--- src/rtl/mc_ctrl_pkg.sv ---
// Shared encodings for the multicycle RV32I-subset controller:
// state codes, supported opcodes, datapath mux selects and the control word.
package mc_ctrl_pkg;

    typedef enum logic [3:0] {
        S_FETCH    = 4'd0,
        S_DECODE   = 4'd1,
        S_MEMADR   = 4'd2,
        S_MEMREAD  = 4'd3,
        S_MEMWB    = 4'd4,
        S_MEMWRITE = 4'd5,
        S_EXECR    = 4'd6,
        S_ALUWB    = 4'd7,
        S_EXECI    = 4'd8,
        S_JAL      = 4'd9,
        S_BEQ      = 4'd10
    } state_t;

    localparam logic [6:0] OP_LW    = 7'b0000011;
    localparam logic [6:0] OP_SW    = 7'b0100011;
    localparam logic [6:0] OP_RTYPE = 7'b0110011;
    localparam logic [6:0] OP_ITYPE = 7'b0010011;
    localparam logic [6:0] OP_JAL   = 7'b1101111;
    localparam logic [6:0] OP_BEQ   = 7'b1100011;

    // Result mux
    localparam logic [1:0] RES_ALUOUT   = 2'b00;
    localparam logic [1:0] RES_DATA     = 2'b01;
    localparam logic [1:0] RES_ALURES   = 2'b10;
    // ALU-A mux
    localparam logic [1:0] SRCA_PC      = 2'b00;
    localparam logic [1:0] SRCA_OLDPC   = 2'b01;
    localparam logic [1:0] SRCA_RD1     = 2'b10;
    // ALU-B mux
    localparam logic [1:0] SRCB_RD2     = 2'b00;
    localparam logic [1:0] SRCB_IMM     = 2'b01;
    localparam logic [1:0] SRCB_FOUR    = 2'b10;
    // ALU decoder hint
    localparam logic [1:0] ALUOP_ADD    = 2'b00;
    localparam logic [1:0] ALUOP_SUB    = 2'b01;
    localparam logic [1:0] ALUOP_FUNCT  = 2'b10;

    // Per-state control word; pc_update and branch are combined with the
    // zero flag in the FSM to form pc_write.
    typedef struct packed {
        logic [1:0] result_src;
        logic [1:0] alu_src_a;
        logic [1:0] alu_src_b;
        logic [1:0] alu_op;
        logic       adr_src;
        logic       ir_write;
        logic       mem_write;
        logic       reg_write;
        logic       pc_update;
        logic       branch;
    } ctrl_t;

endpackage

--- src/rtl/mc_main_fsm_if.sv ---
// Controller <-> datapath bundle: opcode/flags/handshake in, selects and enables out.
interface mc_main_fsm_if #(
    parameter int OP_W = 7
);
    logic [OP_W-1:0] op;
    logic            zero;
    logic            mem_ready;
    logic [1:0]      result_src;
    logic [1:0]      alu_src_a;
    logic [1:0]      alu_src_b;
    logic [1:0]      alu_op;
    logic            adr_src;
    logic            ir_write;
    logic            mem_write;
    logic            reg_write;
    logic            pc_write;
    logic            illegal_op;
    logic [3:0]      state_o;

    // Controller side
    modport master (
        input  op, zero, mem_ready,
        output result_src, alu_src_a, alu_src_b, alu_op, adr_src,
               ir_write, mem_write, reg_write, pc_write, illegal_op, state_o
    );

    // Datapath side
    modport slave (
        output op, zero, mem_ready,
        input  result_src, alu_src_a, alu_src_b, alu_op, adr_src,
               ir_write, mem_write, reg_write, pc_write, illegal_op, state_o
    );
endinterface

--- src/rtl/mc_out_decode.sv ---
// Moore output decode: state (plus mem_ready for the fetch handshake) -> control word.
module mc_out_decode
    import mc_ctrl_pkg::*;
(
    input  logic [3:0] state,
    input  logic       mem_ready,
    output ctrl_t      ctrl
);

    // Everything defaults low; each state raises only what it needs.
    always_comb begin
        ctrl = '0;
        case (state_t'(state))
            S_FETCH: begin
                ctrl.adr_src    = 1'b0;
                ctrl.alu_src_a  = SRCA_PC;
                ctrl.alu_src_b  = SRCB_FOUR;
                ctrl.alu_op     = ALUOP_ADD;
                ctrl.result_src = RES_ALURES;
                // IR load and PC+4 only when the instruction word is actually there
                ctrl.ir_write   = mem_ready;
                ctrl.pc_update  = mem_ready;
            end
            S_DECODE: begin
                // Precompute branch target PC+imm while the opcode is decoded
                ctrl.alu_src_a  = SRCA_OLDPC;
                ctrl.alu_src_b  = SRCB_IMM;
                ctrl.alu_op     = ALUOP_ADD;
            end
            S_MEMADR: begin
                ctrl.alu_src_a  = SRCA_RD1;
                ctrl.alu_src_b  = SRCB_IMM;
                ctrl.alu_op     = ALUOP_ADD;
            end
            S_MEMREAD: begin
                ctrl.adr_src    = 1'b1;
                ctrl.result_src = RES_ALUOUT;
            end
            S_MEMWB: begin
                ctrl.result_src = RES_DATA;
                ctrl.reg_write  = 1'b1;
            end
            S_MEMWRITE: begin
                // Held for the whole state so memory sees a stable write until it acks
                ctrl.adr_src    = 1'b1;
                ctrl.mem_write  = 1'b1;
            end
            S_EXECR: begin
                ctrl.alu_src_a  = SRCA_RD1;
                ctrl.alu_src_b  = SRCB_RD2;
                ctrl.alu_op     = ALUOP_FUNCT;
            end
            S_EXECI: begin
                ctrl.alu_src_a  = SRCA_RD1;
                ctrl.alu_src_b  = SRCB_IMM;
                ctrl.alu_op     = ALUOP_FUNCT;
            end
            S_ALUWB: begin
                ctrl.result_src = RES_ALUOUT;
                ctrl.reg_write  = 1'b1;
            end
            S_BEQ: begin
                ctrl.alu_src_a  = SRCA_RD1;
                ctrl.alu_src_b  = SRCB_RD2;
                ctrl.alu_op     = ALUOP_SUB;
                ctrl.result_src = RES_ALUOUT;
                ctrl.branch     = 1'b1;
            end
            S_JAL: begin
                // OldPC+4 is the link value; PC takes the target held in ALUOut
                ctrl.alu_src_a  = SRCA_OLDPC;
                ctrl.alu_src_b  = SRCB_FOUR;
                ctrl.alu_op     = ALUOP_ADD;
                ctrl.result_src = RES_ALUOUT;
                ctrl.pc_update  = 1'b1;
            end
            default: ctrl = '0;
        endcase
    end

endmodule

--- src/rtl/mc_main_fsm.sv ---
// Main multicycle controller: next-state logic, reset gating of all outputs,
// and pc_write / illegal_op formation. Output decode lives in mc_out_decode.
module mc_main_fsm
    import mc_ctrl_pkg::*;
#(
    parameter int OP_W        = 7,
    parameter bit MEM_WAIT_EN = 1'b1
) (
    input  logic           clk,
    input  logic           reset_n,
    mc_main_fsm_if.master  bus
);

    logic [3:0] state_q, state_d;
    logic       mem_rdy;
    logic       illegal;
    logic [6:0] opc;
    ctrl_t      ctrl;

    assign mem_rdy = MEM_WAIT_EN ? bus.mem_ready : 1'b1;
    assign opc     = bus.op[6:0];

    // Next-state selection; unsupported opcodes drop back to FETCH and flag illegal
    always_comb begin
        state_d = S_FETCH;
        illegal = 1'b0;
        case (state_t'(state_q))
            S_FETCH:    state_d = mem_rdy ? S_DECODE : S_FETCH;
            S_DECODE: begin
                case (opc)
                    OP_LW, OP_SW: state_d = S_MEMADR;
                    OP_RTYPE:     state_d = S_EXECR;
                    OP_ITYPE:     state_d = S_EXECI;
                    OP_JAL:       state_d = S_JAL;
                    OP_BEQ:       state_d = S_BEQ;
                    default: begin
                        state_d = S_FETCH;
                        illegal = 1'b1;
                    end
                endcase
            end
            S_MEMADR:   state_d = (opc == OP_SW) ? S_MEMWRITE : S_MEMREAD;
            S_MEMREAD:  state_d = mem_rdy ? S_MEMWB : S_MEMREAD;
            S_MEMWRITE: state_d = mem_rdy ? S_FETCH : S_MEMWRITE;
            S_EXECR,
            S_EXECI,
            S_JAL:      state_d = S_ALUWB;
            default:    state_d = S_FETCH;   // ALUWB, MEMWB, BEQ and unused codes
        endcase
    end

    // State register with synchronous active-low reset to FETCH
    always_ff @(posedge clk) begin
        if (!reset_n) state_q <= S_FETCH;
        else          state_q <= state_d;
    end

    mc_out_decode u_out_decode (
        .state     (state_q),
        .mem_ready (mem_rdy),
        .ctrl      (ctrl)
    );

    // Drive the bus; everything is held low while reset is asserted so an
    // in-flight write cannot complete during the reset cycle.
    always_comb begin
        bus.result_src = '0;
        bus.alu_src_a  = '0;
        bus.alu_src_b  = '0;
        bus.alu_op     = '0;
        bus.adr_src    = 1'b0;
        bus.ir_write   = 1'b0;
        bus.mem_write  = 1'b0;
        bus.reg_write  = 1'b0;
        bus.pc_write   = 1'b0;
        bus.illegal_op = 1'b0;
        bus.state_o    = '0;
        if (reset_n) begin
            bus.result_src = ctrl.result_src;
            bus.alu_src_a  = ctrl.alu_src_a;
            bus.alu_src_b  = ctrl.alu_src_b;
            bus.alu_op     = ctrl.alu_op;
            bus.adr_src    = ctrl.adr_src;
            bus.ir_write   = ctrl.ir_write;
            bus.mem_write  = ctrl.mem_write;
            bus.reg_write  = ctrl.reg_write;
            bus.pc_write   = ctrl.pc_update | (ctrl.branch & bus.zero);
            bus.illegal_op = illegal;
            bus.state_o    = state_q;
        end
    end

endmodule
--- src/flat_wrapper.sv ---
// flat-port wrapper written by rule: the top's interface ports become plain ports
module mc_main_fsm_flat import mc_ctrl_pkg::*;
#(
    parameter int OP_W        = 7,
    parameter bit MEM_WAIT_EN = 1'b1
)
  (clk, reset_n, bus_op, bus_zero, bus_mem_ready, bus_result_src, bus_alu_src_a, bus_alu_src_b, bus_alu_op, bus_adr_src, bus_ir_write, bus_mem_write, bus_reg_write, bus_pc_write, bus_illegal_op, bus_state_o);
  mc_main_fsm_if #(.OP_W(OP_W)) bus_i ();
  input  logic clk;
  input  logic reset_n;
  input wire logic [$bits(bus_i.op)-1:0] bus_op;
  input wire logic [$bits(bus_i.zero)-1:0] bus_zero;
  input wire logic [$bits(bus_i.mem_ready)-1:0] bus_mem_ready;
  output wire logic [$bits(bus_i.result_src)-1:0] bus_result_src;
  output wire logic [$bits(bus_i.alu_src_a)-1:0] bus_alu_src_a;
  output wire logic [$bits(bus_i.alu_src_b)-1:0] bus_alu_src_b;
  output wire logic [$bits(bus_i.alu_op)-1:0] bus_alu_op;
  output wire logic [$bits(bus_i.adr_src)-1:0] bus_adr_src;
  output wire logic [$bits(bus_i.ir_write)-1:0] bus_ir_write;
  output wire logic [$bits(bus_i.mem_write)-1:0] bus_mem_write;
  output wire logic [$bits(bus_i.reg_write)-1:0] bus_reg_write;
  output wire logic [$bits(bus_i.pc_write)-1:0] bus_pc_write;
  output wire logic [$bits(bus_i.illegal_op)-1:0] bus_illegal_op;
  output wire logic [$bits(bus_i.state_o)-1:0] bus_state_o;
  assign bus_i.op = bus_op;
  assign bus_i.zero = bus_zero;
  assign bus_i.mem_ready = bus_mem_ready;
  assign bus_result_src = bus_i.result_src;
  assign bus_alu_src_a = bus_i.alu_src_a;
  assign bus_alu_src_b = bus_i.alu_src_b;
  assign bus_alu_op = bus_i.alu_op;
  assign bus_adr_src = bus_i.adr_src;
  assign bus_ir_write = bus_i.ir_write;
  assign bus_mem_write = bus_i.mem_write;
  assign bus_reg_write = bus_i.reg_write;
  assign bus_pc_write = bus_i.pc_write;
  assign bus_illegal_op = bus_i.illegal_op;
  assign bus_state_o = bus_i.state_o;
  mc_main_fsm #(.OP_W(OP_W), .MEM_WAIT_EN(MEM_WAIT_EN)) u_core (.clk(clk), .reset_n(reset_n), .bus(bus_i));
endmodule
--- config.mk ---
export PLATFORM = sky130hd
export DESIGN_NAME = mc_main_fsm_flat
export DESIGN_NICKNAME = d
export VERILOG_FILES = /design/src/rtl/mc_ctrl_pkg.sv /design/src/rtl/mc_main_fsm_if.sv /design/src/rtl/mc_out_decode.sv /design/src/rtl/mc_main_fsm.sv /design/src/flat_wrapper.sv
export SDC_FILE = /design/constraint.sdc
export NUM_CORES = 1
export LEC_CHECK = 0
export ABC_AREA = 1
export BUFFER_PORTS_ARGS = -buffer_cell sky130_fd_sc_hd__buf_2
export CORE_UTILIZATION = 40
export CTS_CLUSTER_SIZE = 24
export DETAILED_ROUTE_END_ITERATION = 7
export PLACE_DENSITY = 0.69
export SLEW_MARGIN = 30
export SYNTH_ARGS = -nofsm -noshare
export SYNTH_HDL_FRONTEND = slang
export SYNTH_HIERARCHICAL = 1
export SYNTH_SLANG_ARGS = --single-unit
--- constraint.sdc ---
create_clock -name clk -period 1.9 [get_ports clk]
set_input_delay 0.57 -clock clk [delete_from_list [all_inputs] [get_ports clk]]
set_output_delay 0.57 -clock clk [all_outputs]
set_load 0.01 [all_outputs]
-- Yosys cells after proc, flatten, opt, wreduce, memory -nomap -nowiden
Cells that the tools add are included.
- eq/ne operators: 16
- bitwise operators: 2
- reductions and logical operators: 6
- multiplexer cells: 27
- operator list (kind ; count):
    $pmux W6 S7 ; 1
    $pmux W4 S6 ; 1
    $pmux W4 S5 ; 1
    $eq A4 B3 Y1 const B ; 4
    $eq A7 B6 Y1 const B ; 2
    $eq A7 B7 Y1 const B ; 2
    $mux W1 ; 14
    $eq A4 B4 Y1 const B ; 3
    $mux W3 ; 3
    $eq A4 B2 Y1 const B ; 2
    $mux W2 ; 4
    $eq A7 B2 Y1 const B ; 1
    $eq A7 B5 Y1 const B ; 1
    $reduce_or A2 Y1 ; 3
    $reduce_or A6 Y1 ; 1
    $eq A4 B1 Y1 const B ; 1
    $logic_not A4 Y1 ; 1
    $mux W4 ; 1
    $pmux W2 S2 ; 1
    $reduce_or A3 Y1 ; 1
    $pmux W1 S2 ; 1
    $and A1 B1 Y1 ; 1
    $or A1 B1 Y1 ; 1
- word-level logic and storage cells: 52
- input bits: 11
- output and inout bits: 18
- register bits after elaboration: 4

-- Depth between registers and ports, before layout
Gate-level depths: netlist (run 1).
- depth in word-level cells: 5
- mapped depth: 8
- mapped depth without buffers: 8

-- By module
Netlist (run 1), hierarchy kept.
- by module, submodules not included (module ; seq. area each (um^2) ; instances ; cells an instance ; area an instance (um^2)):
    mc_main_fsm ; 80.1 ; 1 ; 105 ; 505.5
    mc_out_decode ; 0.0 ; 1 ; 39 ; 167.7

-- Worst setup path after synthesis (run 1)
OpenSTA, ideal clock, no wires.
- path kind: input-to-output
- start point: input bus_op[4]
- end point: output bus_illegal_op
- buffers on the path: 0
- slack: 0.187 ns
- data required time: 1.330 ns
- stages on the path: 6
- arrival: 1.143 ns
- path through: inv_1 > nand2_1 > nor2_1 > nand2_1 > nand3_1 > nor3_1
- word-level cells in the longest chain between the ends: 5
- elaborated cells between the ends (all ways): 10
- classes of those cells: 6 x eq/ne; 3 x mux; 1 x reduce/logical
- RTL lines (what ; RTL line ; RTL):
    from (decl) ; flat_wrapper.sv:11 ; input wire logic [$bits(bus_i.op)-1:0] bus_op;
    $eq A7 B2 Y1 (tied with other cells) ; mc_main_fsm.sv:30 ; case (opc)
    $reduce_or A6 Y1 (no line) * ; -- ;
    $mux W1 * ; mc_main_fsm.sv:30 ;
    $mux W1 * ; mc_main_fsm.sv:27 ; case (state_t'(state_q))
    $mux W1 * ; mc_main_fsm.sv:78 ; if (reset_n) begin
    to (decl) ; flat_wrapper.sv:23 ; output wire logic [$bits(bus_i.illegal_op)-1:0] bus_illegal_op;
Every way passes the cells marked *; elsewhere a longest branch is shown, timed or not.

-- Worst setup path in the final report (run 1)
Ends and elaborated chain as after synthesis.

==> results_dict.tcl, run 1 <==
set metrics [dict create \
    status "finished, final reports clean" \
    seq_power_share_pct 28.2 \
    slowest_delay_ns 0.14 \
    setup_tns_ns 0 \
    end_kind "output pin" \
    htree_levels 1 \
    worst_setup_path_start_kind "input pin" \
    synth_area_sq_um 673 \
    maxSlewViolCount 0 \
    critPathTopFamily "buffers and inverters" \
    place_ws_ns 0.0139 \
    slew_headroom_pct 87.3 \
    layout-drive-gt1-share_pct 39.4 \
    cp_max_fo 3 \
    final_nets 193 \
    drtIter0Drc 28 \
    die_area_sq_um 1850 \
    combPwrFrac_pct 37.3 \
    synth_seq_area_share_pct 11.9 \
    n_fill_cell 150 \
    hold-worst-slack_ns 0.661 \
    p_sw_share_pct 34.1 \
    worstPathArrival_ns 1.30 \
    start_util_pct 43.7 \
    hold_end "u_core/state_q[1]$_SDFF_PN0_" \
    clockPowerShare_pct 34.6 \
    rsz0062_at_grt "true" \
    grt_pass1_vias 711 \
    synth_top_cell_area_share_pct 27.3 \
    grt.overflow.total 0 \
    period_share_pct 98.5 \
    drc_errors 0 \
    synthCells 144 \
    critical_path_class "input pin to output pin" \
    clock_tree.buffer_depth 2 \
    synth_largest_area_cell "nand2_1" \
    cts_sinks 4 \
    yosysWarnings 6 \
    antenna_found_initial 0 \
    io_buffers 28 \
    crit_chain "buf_2 -> inv_4 -> nand2_4 -> a21oi_2 -> nand2_1 -> nand3_1 -> nor3_1 -> buf_2" \
    wirelength_microns 1770 \
    final_cell_mix "nand2_1 (44), inv_1 (28), buf_2 (27), nor2_1 (18)" \
    clock.fmax_mhz 535 \
    fp.dieW_microns 43.0 \
    gp_congestion 0.836 \
    grt_max_degree 19 \
    largestRegisters "u_core/state_q x4" \
    worst_pin_slew_ns 0.190 \
    grt_pass1_wl_microns 2770 \
    placed_cells 190 \
    fin_skew_ns 0.00622 \
    yosys-top-cells-area "nand2_1 (27%), inv_1 (18%), dfxtp_1 (12%), nor2_1 (12%), nand3_1 (7.4%)" \
    crit_buf_inv 3 \
    post-dp-hpwl_microns 1290 \
    intPower_uw 202 \
    syn_nets 155 \
    power.switching_uw 104 \
    reg2reg_from "u_core/state_q[0]$_SDFF_PN0_" \
    whs_path_depth 3 \
    std_cell_rows 14 \
    cp_slowest_cell "buf_2" \
    ir_worst_vdd_uv 332 \
    root_buffer "clkbuf_4" \
    r2r_slack_ns 0.62 \
    finalNonFillerCells 196 \
    cts-buffers-inserted 3 \
    area_growth_pct 45.5 \
    grtUsageTotal_pct 19.4 \
    hold_viol 0 \
    clock_latency_ns 0.24 \
    worstRegToRegCells 10 \
    cpMostUsedCell "buf_2" \
    min_from "reset_n" \
    diodes 0 \
    num_vias 926 \
    synth.distinct_cells 18 \
    avgSynthCellArea_sq_um 4.67 \
    layout_commonest_cell "nand2_1" \
    cts_tree "yes" \
    maxCapViolations 0 \
    routedWlPerCell_microns 9.03 \
    routed_via_density 4.72 \
    largest_reg_flops 4 \
    leakage_uw 0.000664 \
    fin_total_pwr_uw 306 \
    multiInputGateArea_sq_um 495 \
    yosys_register_bits 4 \
    io_pins 29 \
    coreArea_sq_um 1540 \
    regMostFlops "u_core/state_q" \
    final_antenna_net_count 0 \
    required_ns 1.33 \
    period_needed_ns 1.87 \
    fin_ws_ns 0.0292 \
    worstHoldPathType "input pin to flip-flop" \
    finalSetupViolCount 0 \
    regArea_sq_um 90.1 \
    fp.dieH_microns 43.0 \
    path_clk_slew_ns 0.03 \
    hold_buffers 0 \
    drtPass1Iterations 4 \
    r2r-end "u_core/state_q[2]$_SDFF_PN0_" \
    power_density_nw_per_um2 313 \
]
routing by layer:
layer  wire length (microns)  vias to the layer above  track usage, %
met5                       0                        -               0
met4                       0                        0            3.64
met3                      86                        0            5.11
met2                     892                       25            37.0
met1                     791                      406            21.3
li1                        -                      495               -
metrics by stage:
stage | util [%] | area, sq um
4_1_cts | 57.5 | 886
6_report | 63.6 | 980
5_1_grt | 63.6 | 980
3_5_place_dp | 54.7 | 843
3_3_place_gp | 54.7 | 843
2_1_floorplan | - | 673
worst max-delay path by stage:
stage                     slack, ns        endpoint  cells after the start  startpoint
after floorplan                0.19  bus_illegal_op                      6   bus_op[4]
after global placement         0.03  bus_illegal_op                      7   bus_op[3]
after detailed placement       0.01  bus_illegal_op                      8   bus_op[4]
after CTS                     0.007  bus_illegal_op                      8   bus_op[4]
after global routing          -0.02  bus_illegal_op                      8   bus_op[4]
final                          0.03  bus_illegal_op                      8   bus_op[4]
power groups by stage:
| stage | clock network (uW) | logic (uW) | registers [uW] |
|---|---|---|---|
| finish | 106 | 114 | 86.3 |
| global route | 118 | 126 | 86.4 |
| CTS | 110 | 96.0 | 89.0 |
| detailed placement | 0 | 92.1 | 90.0 |
| global placement | 0 | 89.6 | 89.7 |
| floorplan | 0 | 59.1 | 90.3 |
cell type report:
type                    count  share of cell area, %
multi-input cells          99                   50.6
repair buffers             36                   21.1
inverters                  38                   14.8
flip-flops and latches      4                   9.20
clock buffers               3                   2.30
well taps                  16                   2.04
worst min-delay path, stage by stage:
cell and delay (ns):
buf_2 0.09, inv_1 0.09, nor2_1 0.11
Yosys cell counts:
library cell and n:
a21oi_1 4, a31oi_1 1, buf_2 1, buf_6 2
clkinv_1 1, dfxtp_1 4, inv_1 33, inv_2 4
nand2_1 49, nand2_2 2, nand3_1 10, nand4_1 2
nor2_1 21, nor2_2 2, nor2_4 1, nor3_1 5
o21ai_0 1, o21ai_1 1
repair_timing:
action	4_1_cts	5_1_grt
pin swaps	1	5
setup buffers	1	2
setup endpoints to repair	7	9
gates resized for setup	4	29
logic make-up (layout without fill, tap and decap cells):
family | Yosys count | after routing | synth area share [%]
and+or+nand+nor | 92 | 92 | 57.4
DFF | 4 | 4 | 11.9
AOI/OAI and AO/OA | 7 | 7 | 5.39
buffers and inverters | 41 | 77 | 25.3
No activity file was read; power rests on OpenSTA's default activity.
==> run 2: changes to the inputs <==
--- a/config.mk
+++ b/config.mk
@@ -8,6 +8,7 @@
 export ABC_AREA = 1
 export BUFFER_PORTS_ARGS = -buffer_cell sky130_fd_sc_hd__buf_2
 export CORE_UTILIZATION = 40
+export CTS_BUF_LIST = sky130_fd_sc_hd__clkbuf_8
 export CTS_CLUSTER_SIZE = 24
 export DETAILED_ROUTE_END_ITERATION = 7
 export PLACE_DENSITY = 0.69
==> run 2 against run 1 <==
  * Core utilization is 2.3 points lower
  * Count of clock-buffer cells in the layout stayed put
  * Register-to-register slack better by 0.13 ns
  * Critical path type unchanged
  * Critical endpoint unchanged
==> results_dict.tcl, run 2 (synthesis gave the netlist of run 1 again) <==
set metrics [dict create \
    critPathLaunch "bus_op[4]" \
    post_cts_buffers 0 \
    slowest_delay_ns 0.14 \
    period_share_pct 97.8 \
    largestRegisters "u_core/state_q x4" \
    min_from "u_core/state_q[0]$_SDFF_PN0_" \
    clock_latency_ns 0.22 \
    status "finished, final reports clean" \
    routedWlPerCell_microns 8.42 \
    setup_tns_ns 0 \
    largest_reg_flops 4 \
    regMostFlops "u_core/state_q" \
    drc_errors 0 \
    crit_chain "buf_2 -> inv_2 -> nand2_2 -> nor2_2 -> nand2_1 -> nand3_1 -> nor3_1 -> buf_2" \
    seq_power_share_pct 24.0 \
    period_needed_ns 1.86 \
    gp_congestion 0.836 \
    fin_total_pwr_uw 368 \
    cp_slowest_cell "buf_2" \
    clock.fmax_mhz 538 \
    cpMostUsedCell "buf_2" \
    grt_pass1_wl_microns 2780 \
    intPower_uw 262 \
    diodes 0 \
    path_clk_slew_ns 0.03 \
    die_area_sq_um 1850 \
    cp_max_fo 3 \
    maxCapViolations 0 \
    hold_buffers 0 \
    routed_via_density 4.75 \
    required_ns 1.33 \
    cts-buffers-inserted 3 \
    fp.dieW_microns 43.0 \
    grt.overflow.total 0 \
    critical_path_class "input pin to output pin" \
    final_antenna_net_count 0 \
    reg2reg_from "u_core/state_q[0]$_SDFF_PN0_" \
    worst_pin_slew_ns 0.166 \
    cts_sinks 4 \
    leakage_uw 0.000647 \
    std_cell_rows 14 \
    cts_tree "yes" \
    io_buffers 28 \
    wirelength_microns 1630 \
    grt_max_degree 19 \
    start_util_pct 43.7 \
    antenna_found_initial 0 \
    rsz0062_at_grt "true" \
    drtPass1Iterations 4 \
    end_kind "output pin" \
    num_vias 916 \
    post-dp-hpwl_microns 1290 \
    worstPathArrival_ns 1.29 \
    worstHoldPathType "flip-flop to flip-flop" \
    hold_viol 0 \
    clockPowerShare_pct 48.3 \
    coreArea_sq_um 1540 \
    p_sw_share_pct 28.9 \
    layout_commonest_cell "nand2_1" \
    htree_levels 1 \
    final_cell_mix "nand2_1 (44), inv_1 (30), buf_2 (28), nor2_1 (18), nand3_1 (9)" \
    maxSlewViolCount 0 \
    drtIter0Drc 30 \
    finalSetupViolCount 0 \
    io_pins 29 \
    clock_tree.buffer_depth 2 \
    hold-worst-slack_ns 0.618 \
    multiInputGateArea_sq_um 472 \
    critPathTopFamily "simple AND/OR/NAND/NOR gates" \
    crit_buf_inv 3 \
    n_fill_cell 158 \
    grtUsageTotal_pct 19.5 \
    slew_headroom_pct 88.9 \
    layout-drive-gt1-share_pct 35.6 \
    power_density_nw_per_um2 390 \
    worst_setup_path_start_kind "input pin" \
    fin_skew_ns 0.00465 \
    area_growth_pct 40.3 \
    power.switching_uw 106 \
    root_buffer "clkbuf_8" \
    combPwrFrac_pct 27.8 \
    ir_worst_vdd_uv 452 \
    grt_pass1_vias 714 \
    final_nets 190 \
    regArea_sq_um 87.6 \
    fp.dieH_microns 43.0 \
]
[run 2: per-stage QoR]
step / cells / setup WS (ns) / utilization, % / area (sq um)
floorplan: 144 / 0.187 / - / 673
global placement: 190 / 0.0339 / 54.7 / 843
detailed placement: 190 / 0.0139 / 54.7 / 843
CTS: 193 / 0.00669 / 57.5 / 886
global route: 193 / -0.0280 / 61.3 / 945
finish: 193 / 0.0422 / 61.3 / 945
[run 2: path summary, 6_finish.rpt]
path	end	slack [ns]	cells after the start
worst max-delay path	bus_illegal_op	0.04	8
worst max register to register	u_core/state_q[2]$_SDFF_PN0_	0.75	9
worst min-delay path	u_core/state_q[3]$_SDFF_PN0_	0.62	4
worst min register to register	u_core/state_q[3]$_SDFF_PN0_	0.62	4
[run 2: final cells by class]
class / instances / share of cell area (%)
flip-flops and latches: 4 / 9.27
repair buffers: 33 / 19.2
inverters: 38 / 15.1
clock buffers: 3 / 4.37
multi-input cells: 99 / 49.9
well taps: 16 / 2.12
[run 2: per-layer routing]
metal	vias to the layer above	share of wire (%)	track usage, %	wire [microns]
met3	0	6.0	5.11	97
li1	488	-	-	-
met2	34	52	37.6	842
met4	0	0	3.64	0
met1	394	42	21.0	685
met5	-	0	0	0
[run 2: worst reg2reg max path, stage by stage (launching register included)]
cell     delay [ns]
dfxtp_2        0.33
buf_4          0.15
inv_1          0.08
nor2_1         0.05
nand2_1        0.06
nor2_1         0.04
nor2_1         0.13
nand4_1        0.11
nand2_1        0.07
inv_1          0.03
[run 2: power by group through the flow]
| stage | clock network, uW | registers (uW) | logic, uW |
|---|---|---|---|
| after floorplan | 0 | 90.3 | 59.1 |
| after global placement | 0 | 89.7 | 89.6 |
| after detailed placement | 0 | 90.0 | 92.1 |
| after CTS | 182 | 88.9 | 92.6 |
| after global routing | 188 | 88.4 | 115 |
| final | 178 | 88.3 | 102 |
[run 2: timing repair]
action / CTS / global route
pin swaps: 0 / 1
setup endpoints to repair: 5 / 9
resized for setup: 1 / 22
